## config.mk

```make
export PLATFORM = sky130hd
export DESIGN_NAME = fifo_gen
export DESIGN_NICKNAME = d
export VERILOG_FILES = /design/src/rtl/fifo_gen.sv
export SDC_FILE = /design/constraint.sdc
export NUM_CORES = 1
export LEC_CHECK = 0
export CORE_UTILIZATION = 40
export CTS_CLUSTER_DIAMETER = 200
export DETAILED_ROUTE_END_ITERATION = 16
export SLEW_MARGIN = 20
export SYNTH_ARGS = -nofsm -noshare
export SYNTH_HDL_FRONTEND = slang
export SYNTH_SLANG_ARGS = --single-unit
export TNS_END_PERCENT = 100
```

## constraint.sdc

```tcl
create_clock -name i_clk -period 7.3 [get_ports i_clk]
set_input_delay 0.73 -clock i_clk [delete_from_list [all_inputs] [get_ports i_clk]]
set_output_delay 0.73 -clock i_clk [all_outputs]
set_load 0.005 [all_outputs]
```

## src/rtl/fifo_gen.sv

```systemverilog
// Parametrised single-clock show-ahead FIFO with occupancy, thresholds,
// flush, sticky error flags and optional rising-edge request detection.
module fifo_gen #(
    parameter int WIDTH     = 8,
    parameter int DEPTH     = 16,
    parameter int AW        = $clog2(DEPTH),
    parameter int AF_LEVEL  = DEPTH - 4,
    parameter int AE_LEVEL  = 4,
    parameter int EDGE_TRIG = 0
) (
    input  logic             i_clk,
    input  logic             i_reset_n,
    input  logic [WIDTH-1:0] i_dat,
    input  logic             i_push,
    input  logic             i_pop,
    input  logic             i_flush,
    input  logic             i_clr_err,
    output logic [WIDTH-1:0] o_dat,
    output logic             o_empty,
    output logic             o_full,
    output logic [AW:0]      o_level,
    output logic             o_almost_full,
    output logic             o_almost_empty,
    output logic             o_overflow,
    output logic             o_underflow
);

    localparam logic [AW:0] FULL_LVL = (AW+1)'(DEPTH);
    localparam logic [AW:0] AF_LVL   = (AW+1)'(AF_LEVEL);
    localparam logic [AW:0] AE_LVL   = (AW+1)'(AE_LEVEL);

    logic [WIDTH-1:0] mem [DEPTH];
    logic [AW-1:0]    rd_idx;
    logic [AW-1:0]    wr_idx;
    logic [AW:0]      level;
    logic             push_r;
    logic             pop_r;
    logic             overflow;
    logic             underflow;

    logic push_ev;
    logic pop_ev;
    logic push_acc;
    logic pop_acc;
    logic push_err;
    logic pop_err;

    // In edge mode a strobe held over several cycles is a single request.
    assign push_ev = (EDGE_TRIG != 0) ? (i_push & ~push_r) : i_push;
    assign pop_ev  = (EDGE_TRIG != 0) ? (i_pop & ~pop_r)   : i_pop;

    assign o_empty = (level == '0);
    assign o_full  = (level == FULL_LVL);

    assign pop_acc  = ~i_flush & pop_ev & ~o_empty;
    assign push_acc = ~i_flush & push_ev & (~o_full | pop_acc);
    assign push_err = ~i_flush & push_ev & ~push_acc;
    assign pop_err  = ~i_flush & pop_ev & ~pop_acc;

    always_ff @(posedge i_clk or negedge i_reset_n) begin
        if (!i_reset_n) begin
            rd_idx <= '0;
            wr_idx <= '0;
            level  <= '0;
            push_r <= 1'b0;
            pop_r  <= 1'b0;
        end else begin
            push_r <= i_push;
            pop_r  <= i_pop;
            if (i_flush) begin
                rd_idx <= '0;
                wr_idx <= '0;
                level  <= '0;
            end else begin
                if (push_acc) wr_idx <= wr_idx + AW'(1);
                if (pop_acc)  rd_idx <= rd_idx + AW'(1);
                case ({push_acc, pop_acc})
                    2'b10:   level <= level + (AW+1)'(1);
                    2'b01:   level <= level - (AW+1)'(1);
                    default: level <= level;
                endcase
            end
        end
    end

    // Storage is deliberately left unreset; a full push+pop writes the slot being vacated.
    always_ff @(posedge i_clk) begin
        if (push_acc) mem[wr_idx] <= i_dat;
    end

    always_ff @(posedge i_clk or negedge i_reset_n) begin
        if (!i_reset_n) begin
            overflow  <= 1'b0;
            underflow <= 1'b0;
        end else begin
            if (push_err)       overflow <= 1'b1;
            else if (i_clr_err) overflow <= 1'b0;
            if (pop_err)        underflow <= 1'b1;
            else if (i_clr_err) underflow <= 1'b0;
        end
    end

    assign o_dat          = mem[rd_idx];
    assign o_level        = level;
    assign o_almost_full  = (level >= AF_LVL);
    assign o_almost_empty = (level <= AE_LVL);
    assign o_overflow     = overflow;
    assign o_underflow    = underflow;

endmodule

```

Yosys cells after proc, flatten, opt, wreduce, memory -nomap -nowiden

Memory sizes are Yosys's and may differ from the RTL's.
Index checks and enable logic that the tools add are counted.

Flip-flop bits (word level): 15
Memory bits (writable): 128
Input bits: 14
Output and inout bits: 19
Word-level logic and storage cells: 44
Memories: 1

Memories:

| name | depth | bits a word | read ports | clocked after Yosys merged registers in | write ports | RTL line | RTL |
|---|---|---|---|---|---|---|---|
| mem  | 16    | 8           | 1          | 0                                       | 1           | 32       | `logic [WIDTH-1:0] mem [DEPTH];` |

Add/sub/neg operators: 4
Order comparisons: 2
Equal/unequal tests: 3
Muxes and demuxes: 11
Bitwise gates (word level): 12
Reductions and logical operators: 6

Operators by type and width:

| operator              | count |
|---|---|
| $mux W4               | 4 |
| $pmux W5 S2           | 1 |
| $add A4 B1 Y4 const B | 2 |
| $reduce_bool A2 Y1    | 4 |
| $and A1 B1 Y1         | 6 |
| $add A5 B1 Y5 const B | 1 |
| $eq A5 B5 Y1 const B  | 1 |
| $ge A5 B4 Y1 const B  | 1 |
| $le A5 B3 Y1 const B  | 1 |
| $logic_not A5 Y1      | 1 |
| $mux W1               | 5 |
| $mux W5               | 1 |
| $not A1 Y1            | 5 |
| $sub A5 B1 Y5 const B | 1 |
| $reduce_bool A3 Y1    | 1 |
| $eq A2 B1 Y1 const B  | 1 |
| $eq A2 B2 Y1 const B  | 1 |
| $or A1 B1 Y1          | 1 |

Logic depth before layout (Yosys ltp)

Gate-level depths: netlist (run 1).

Word-level depth: 8
Gate-level depth with buffers: 11
Depth with buffers taken out: 11

Worst setup path before layout (run 1)

Ideal clock, no wire load.

Path type: register to register
From: reg level[1] (netlist: o_level[1])
To: reg level[4] (netlist: o_level[4])
Library setup time: 77 ps
Arrival: 2754 ps
Required time: 7223 ps
Slack: 4469 ps
Cell stages (with the launch flop): 12
Buffers on the path: 0
Clock period less this slack: 2831 ps
Cell sequence: dfrtp_1 -> nor4_4 -> or2b_4 -> nand2_1 -> or3_1 -> inv_1 -> ha_1 -> nand2b_1 -> a21oi_1 -> or4_2 -> a21o_1 -> a21oi_1

Longest elaborated chain between the ends: 8
Elaborated cells on any way between the ends: 14
Classes of those cells: add/sub: 2; eq/ne: 3; mux: 2; bitwise: 5; reduce/logical: 2

Ends and longest elaborated chain:

| what                                                | RTL line | RTL |
|---|---|---|
| start: declaration                                  | 35       | `logic [AW:0] level;` |
| start signal: assignment                            | 78       | `2'b10: level <= level + (AW+1)'(1);` |
| start signal: assignment                            | 79       | `2'b01: level <= level - (AW+1)'(1);` |
| start signal: assignment                            | 80       | `default: level <= level;` |
| $logic_not A5 Y1                                    | 52       | `assign o_empty = (level == '0);` |
| $not A1 Y1                                          | 55       | `assign pop_acc = ~i_flush & pop_ev & ~o_empty;` |
| $and A1 B1 Y1                                       | 55       |  |
| $or A1 B1 Y1                                        | 56       | `assign push_acc = ~i_flush & push_ev & (~o_full \| pop_acc);` |
| $and A1 B1 Y1                                       | 56       |  |
| $eq A2 B1 Y1 / $eq A2 B2 Y1 (equally long branches) | 77       | `case ({push_acc, pop_acc})` |
| $pmux W5 S2                                         | 77       |  |
| $mux W5                                             | 70       | `if (i_flush) begin` |

Parallel ways exist; a longest one is shown, timed or not.
A chain may end at the register's enable or synchronous reset.

Final worst setup path (run 1)

From: reg rd_idx[1]
To: out o_dat[1]

Longest elaborated chain between the ends: 1

Ends and longest elaborated chain:

| what                     | RTL line | RTL |
|---|---|---|
| start: declaration       | 33       | `logic [AW-1:0] rd_idx;` |
| start signal: assignment | 76       | `if (pop_acc) rd_idx <= rd_idx + AW'(1);` |
| $mem_v2 Z16 W8           | n/a      |  |
| end: declaration         | 18       | `output logic [WIDTH-1:0] o_dat,` |

No other way between the ends.

==> results of run 1 <==
report_power, final:
group          switching, mW  internal [mW]  total (mW)
registers             0.0348          0.916       0.951
logic                  0.220          0.250       0.470
clock network          0.327          0.500       0.828
worst max-delay path: cells and delay by family (launching register included):
family	cells	cell delay, ns
AND/OR/NAND/NOR	2	0.37
buffers and inverters	2	0.77
flip-flops	1	0.98
AO/OA/AOI/OAI	2	0.55
layer usage:
| metal | vias to the layer above | GRT usage | wire length (um) |
|---|---|---|---|
| li1 | 1505 | - | - |
| met3 | 17 | 0.0477 | 465 |
| met1 | 1637 | 0.232 | 5730 |
| met4 | 0 | 0.0659 | 209 |
| met2 | 84 | 0.253 | 5570 |
| met5 | - | 0 | 0 |
worst max-delay path by stage:
stage	cells after the start	start	end	slack, ns
CTS	6	rd_idx[1]	o_dat[1]	3.47
global placement	9	i_flush	o_level[4]	3.87
finish	6	rd_idx[1]	o_dat[1]	3.48
detailed placement	9	i_flush	o_level[4]	3.79
floorplan	11	o_level[1]	o_level[4]	4.47
global route	6	rd_idx[1]	o_dat[1]	3.26
cell families (layout without fill, tap and decap cells):
family                     Yosys count  after routing  synth area share
and+or+nand+nor                     66             66            0.0588
AOI/OAI and AO/OA                   57             57            0.0624
muxes                               52             52             0.122
DFF                                143            143             0.703
buffers and inverters               32             83            0.0221
xor gates and xnor gates             8              8            0.0117
adders and majority gates            9              9            0.0200
Yosys cell counts (2+ instances only):
| library cell | instances |
|---|---|
| dfrtp_1 | 15 |
| nor2_1 | 15 |
| edfxtp_1 | 128 |
| mux4_2 | 16 |
| clkbuf_1 | 10 |
| xnor2_1 | 4 |
| nand2_1 | 16 |
| nor4_1 | 4 |
| ha_1 | 8 |
| or3_1 | 2 |
| a21oi_1 | 14 |
| a21o_1 | 3 |
| mux2_2 | 8 |
| buf_2 | 7 |
| nand3_1 | 6 |
| and2_1 | 9 |
| a221oi_1 | 8 |
| inv_1 | 13 |
| nor3b_1 | 2 |
| a22oi_1 | 8 |
| o21ai_0 | 18 |
| nand4_1 | 2 |
| nor2b_1 | 4 |
| xor2_1 | 4 |
| mux2i_1 | 28 |
registers in the layout (all words and copies together), names as in the netlist:
signal	cells
rd_idx	4
o_level	5
o_underflow	1
wr_idx	4
o_overflow	1
mem	128
metrics by stage:
| stage | cell area (um2) | worst slack, ns | power [mW] |
|---|---|---|---|
| after detailed placement | 6540 | 3.79 | 1.45 |
| after global routing | 7110 | 3.26 | 2.35 |
| final | 7110 | 3.48 | 2.25 |
| after floorplan | 6000 | 4.47 | 1.27 |
| after CTS | 7110 | 3.47 | 2.27 |
| after global placement | 6540 | 3.87 | 1.44 |
area by class of cell:
cell class	instances	area, um2
fill	1207	7480
sequential	143	4220
multi-input combinational	192	1670
clock buffer	18	429
timing repair buffer	38	365
tap	184	230
clock inverter	14	139
inverter	13	48.8
==> impl_metrics.json, run 1 <==
{
  "worstHoldPathCells": 2,
  "path_class": "flip-flop to output port",
  "grt_first_pass_wirelength_um": 19000,
  "maxCapViolCount": 0,
  "power.density_nw_per_um2": 316,
  "synth_edf_count": 128,
  "die-area_um2": 15500,
  "cts_buffers": 17,
  "r2r_start": "o_level[1]",
  "ys_top_cells_by_area": "edfxtp_1, dfrtp_1, mux4_2, mux2i_1, ha_1",
  "area_growth_pct": 18.4,
  "crit_slowest_cell": "dfrtp_1",
  "die_w_um": 124,
  "cp.required_ns": 6.57,
  "worst_pin_slew_ns": 0.973,
  "gr-total-overflow": 0,
  "slowest_delay_ns": 0.98,
  "first_global_vias": 3297,
  "wl_per_cell_um": 19.9,
  "ir_drop_uv": 172,
  "antenna_found_initial": 0,
  "grt_max_degree": 52,
  "cp_max_fo": 21,
  "cts_root_buffer": "clkbuf_16",
  "rr_endpoint": "o_level[4]",
  "cp-end-kind": "output port",
  "drive_above_1_share": 0.163,
  "synthDistinctLibCells": 40,
  "ios": 33,
  "synthArstFlopShare": 0.105,
  "final_cells": 602,
  "cts_setup_buffers": 0,
  "hp-class": "flip-flop to flip-flop",
  "ant_nets": 0,
  "num_rows": 44,
  "fin_skew_ns": 0.00646,
  "fin_tns_setup_ns": 0,
  "maxSlewHeadroom": 0.351,
  "maxSlewViolCount": 0,
  "dp_hpwl_um": 7630,
  "finalCritPeriodShare": 0.523,
  "grt_usage": 0.169,
  "syn-num-nets": 390,
  "drt-pass1-iter-count": 4,
  "gp_congestion": 0.759,
  "arrival_ns": 3.09,
  "core_area_um2": 14600,
  "dp_cells": 570,
  "htree_levels": 4,
  "final_nets": 428,
  "ys_ff_latch": 143,
  "syn_area_um2": 6000,
  "clk_latency_ns": 0.42,
  "max_freq_mhz": 262,
  "final_common_cell": "edfxtp_1",
  "synthCells": 367,
  "port_buffers": 32,
  "post-route-min-period_ns": 3.82,
  "whs_endpoint": "o_overflow",
  "drt-total-wl_um": 12000,
  "r2r_cells": 11,
  "vias": 3243,
  "yosys_warnings": 0,
  "cts_tree": "yes",
  "clock-sinks": 143,
  "dieHeight_um": 124,
  "finalSetupViolations": 0,
  "drc": 0,
  "avgSynthCellArea_um2": 16.3,
  "crit_chain": "nor2b_1 > buf_4 > a221oi_1 > a22oi_1 > nand2_1 > clkdlybuf4s50_1",
  "start_kind": "flip-flop",
  "whs_ns": 0.533,
  "utilization": 0.487,
  "outcome": "finished, final reports clean",
  "drt_iter0_markers": 287,
  "cts_hold_buf": 0,
  "via_per_inst": 5.39,
  "num_antenna_cells": 0,
  "clockBufferDepth": 2,
  "path_clk_slew_ns": 0.06,
  "synth_top_area_share": 0.641,
  "yosysTopAreaCell": "edfxtp_1",
  "hold_path_startpoint": "o_overflow",
  "final_hold_viol_count": 0,
  "yosysSeqAreaShare": 0.703,
  "p_leak_nw": 2.38,
  "initial_core_util": 0.411,
  "mostFrequentLayoutCells": "edfxtp_1, clkdlybuf4s50_1, mux2i_1, o21ai_0, clkbuf_16",
  "r2r_slack_ns": 4.18,
  "yosys_most_used_dff": "edfxtp_1",
  "cts_resized": 0,
  "rsz0062_at_grt": "no"
}
Power figures use the tool's default switching activity.
==> run 2, diff against run 1 <==
==> constraint.sdc (replaced) <==
create_clock -name i_clk -period 3.45 [get_ports i_clk]
set_input_delay 0.345 -clock i_clk [delete_from_list [all_inputs] [get_ports i_clk]]
set_output_delay 0.345 -clock i_clk [all_outputs]
set_load 0.005 [all_outputs]
==> run 2 against run 1 <==
  * Combinational power up 120%
  * Final area about the same
  * Sequential share of layout area about the same
  * Clock power up 90%
  * Flip-flop and latch count unchanged
  * Global-route usage up 0.16 points
  * First-iteration DRC count down 19%
  * Clock skew down 0.0016 ns
  * Critical path depth up 5
  * Die area unchanged
  * Via count about the same
==> impl_metrics.json, run 2 (synthesis gave the netlist of run 1 again) <==
{
  "outcome": "finished, final reports clean",
  "clock-sinks": 143,
  "drive_above_1_share": 0.172,
  "gp_congestion": 0.863,
  "cts_resized": 0,
  "p_leak_nw": 2.40,
  "die_w_um": 124,
  "maxCapViolCount": 0,
  "initial_core_util": 0.411,
  "cts_setup_buffers": 0,
  "start_kind": "flip-flop",
  "dpl-instance-area_um2": 6600,
  "num_rows": 44,
  "path_clk_slew_ns": 0.06,
  "ios": 33,
  "area_growth_pct": 18.4,
  "grt_max_degree": 52,
  "worst_pin_slew_ns": 0.786,
  "hp-class": "primary input to async pin",
  "die-area_um2": 15500,
  "cts_hold_buf": 0,
  "grt_first_pass_wirelength_um": 19400,
  "drt-total-wl_um": 11900,
  "port_buffers": 32,
  "largest_reg_flops": 128,
  "max_flop_register": "mem",
  "mostFrequentLayoutCells": "edfxtp_1, clkdlybuf4s50_1, mux2i_1, o21ai_0, clkbuf_16",
  "ant_nets": 0,
  "rsz0062_at_grt": "no",
  "drc": 0,
  "gr-total-overflow": 0,
  "dieHeight_um": 124,
  "fin_tns_setup_ns": 0,
  "finalSetupViolations": 0,
  "dp_hpwl_um": 7750,
  "clk_latency_ns": 0.42,
  "nFillCells": 1220,
  "cp-end-kind": "flip-flop",
  "core_area_um2": 14600,
  "antenna_found_initial": 0,
  "fin_skew_ns": 0.00489,
  "drt_iter0_markers": 232,
  "ir_drop_uv": 370,
  "num_antenna_cells": 0,
  "vias": 3241,
  "grt_usage": 0.170,
  "drt-pass1-iter-count": 4,
  "cp.required_ns": 3.79,
  "cts_root_buffer": "clkbuf_16",
  "final_common_cell": "edfxtp_1",
  "clockBufferDepth": 2,
  "via_per_inst": 5.33,
  "critPathLaunch": "o_level[1]",
  "path_class": "flip-flop to flip-flop",
  "finalCritPeriodShare": 0.919,
  "wl_per_cell_um": 19.6,
  "post-route-min-period_ns": 3.17,
  "maxSlewViolCount": 0,
  "maxSlewHeadroom": 0.474,
  "arrival_ns": 3.51,
  "final_hold_viol_count": 0,
  "cp_max_fo": 7,
  "final_nets": 434,
  "first_global_vias": 3354,
  "power.density_nw_per_um2": 646,
  "p_total_mw": 4.59,
  "final_area_um2": 7100,
  "r2r_start": "o_level[1]",
  "htree_levels": 4,
  "max_freq_mhz": 315,
  "cts_buffers": 17,
  "cts_tree": "yes"
}
==> run 2: changes by cell type in the layout (fill, tap and decap cells not counted) <==
cell / previous run / this run
buf_12: 0 / 1
buf_4: 6 / 11
bufinv_16: 2 / 0
clkbuf_1: 1 / 2
clkinv_2: 2 / 6
clkinvlp_4: 3 / 2
inv_6: 3 / 1
==> run 2: layer usage <==
layer  wire, um  GRT usage  share of wire  vias up
met4        182     0.0744          0.015        0
met5          0          0              0        -
met3        520     0.0447          0.044       14
met2       6080      0.271           0.51       68
li1           -          -              -     1515
met1       5150      0.219           0.43     1644
==> run 2: cell type report <==
class                      instances  area [um2]  area share
timing repair buffer              44         423      0.0595
clock inverter                    13        73.8      0.0104
inverter                          13        48.8     0.00687
tap                              184         230      0.0324
multi-input combinational        192        1670       0.236
sequential                       143        4220       0.594
clock buffer                      19         433      0.0610
==> run 2: final timing paths <==
path / end / slack, ns / cells after the start
min in group i_clk: o_underflow / 0.51 / 2
setup reg to reg: o_level[4] / 0.28 / 11
hold reg to reg: o_underflow / 0.54 / 2
hold / removal: o_level[3] / 0.35 / 1
max in group asynchronous: rd_idx[0] / 2.60 / 1
setup / recovery: o_level[4] / 0.28 / 11
==> run 2: per-stage QoR <==
step | setup WS, ns | util | hold slack (ns) | cells
final | 0.280 | 0.487 | 0.352 | 608
after global routing | 0.147 | 0.487 | 0.406 | 608
after CTS | 0.298 | 0.487 | 0.372 | 608
after detailed placement | 0.325 | 0.452 | 0.526 | 576
after global placement | 0.476 | 0.452 | 0.515 | 576
after floorplan | 0.619 | - | 0.0494 | 367
==> run 2: power breakdown <==
group          internal [mW]  switching (mW)  total, mW
sequential              1.94          0.0536       1.99
combinational          0.543           0.480       1.02
clock                  0.902           0.669       1.57
==> run 2: critical path, stage by stage (launching register included) <==
cell and delay [ns]:
dfrtp_1 0.45, nor4_4 0.47, or2b_4 0.36, nand2_1 0.13
or3_1 0.16, inv_1 0.09, ha_1 0.33, nand2b_1 0.10
a21oi_1 0.13, or4_2 0.55, a21o_1 0.18, a21oi_1 0.13
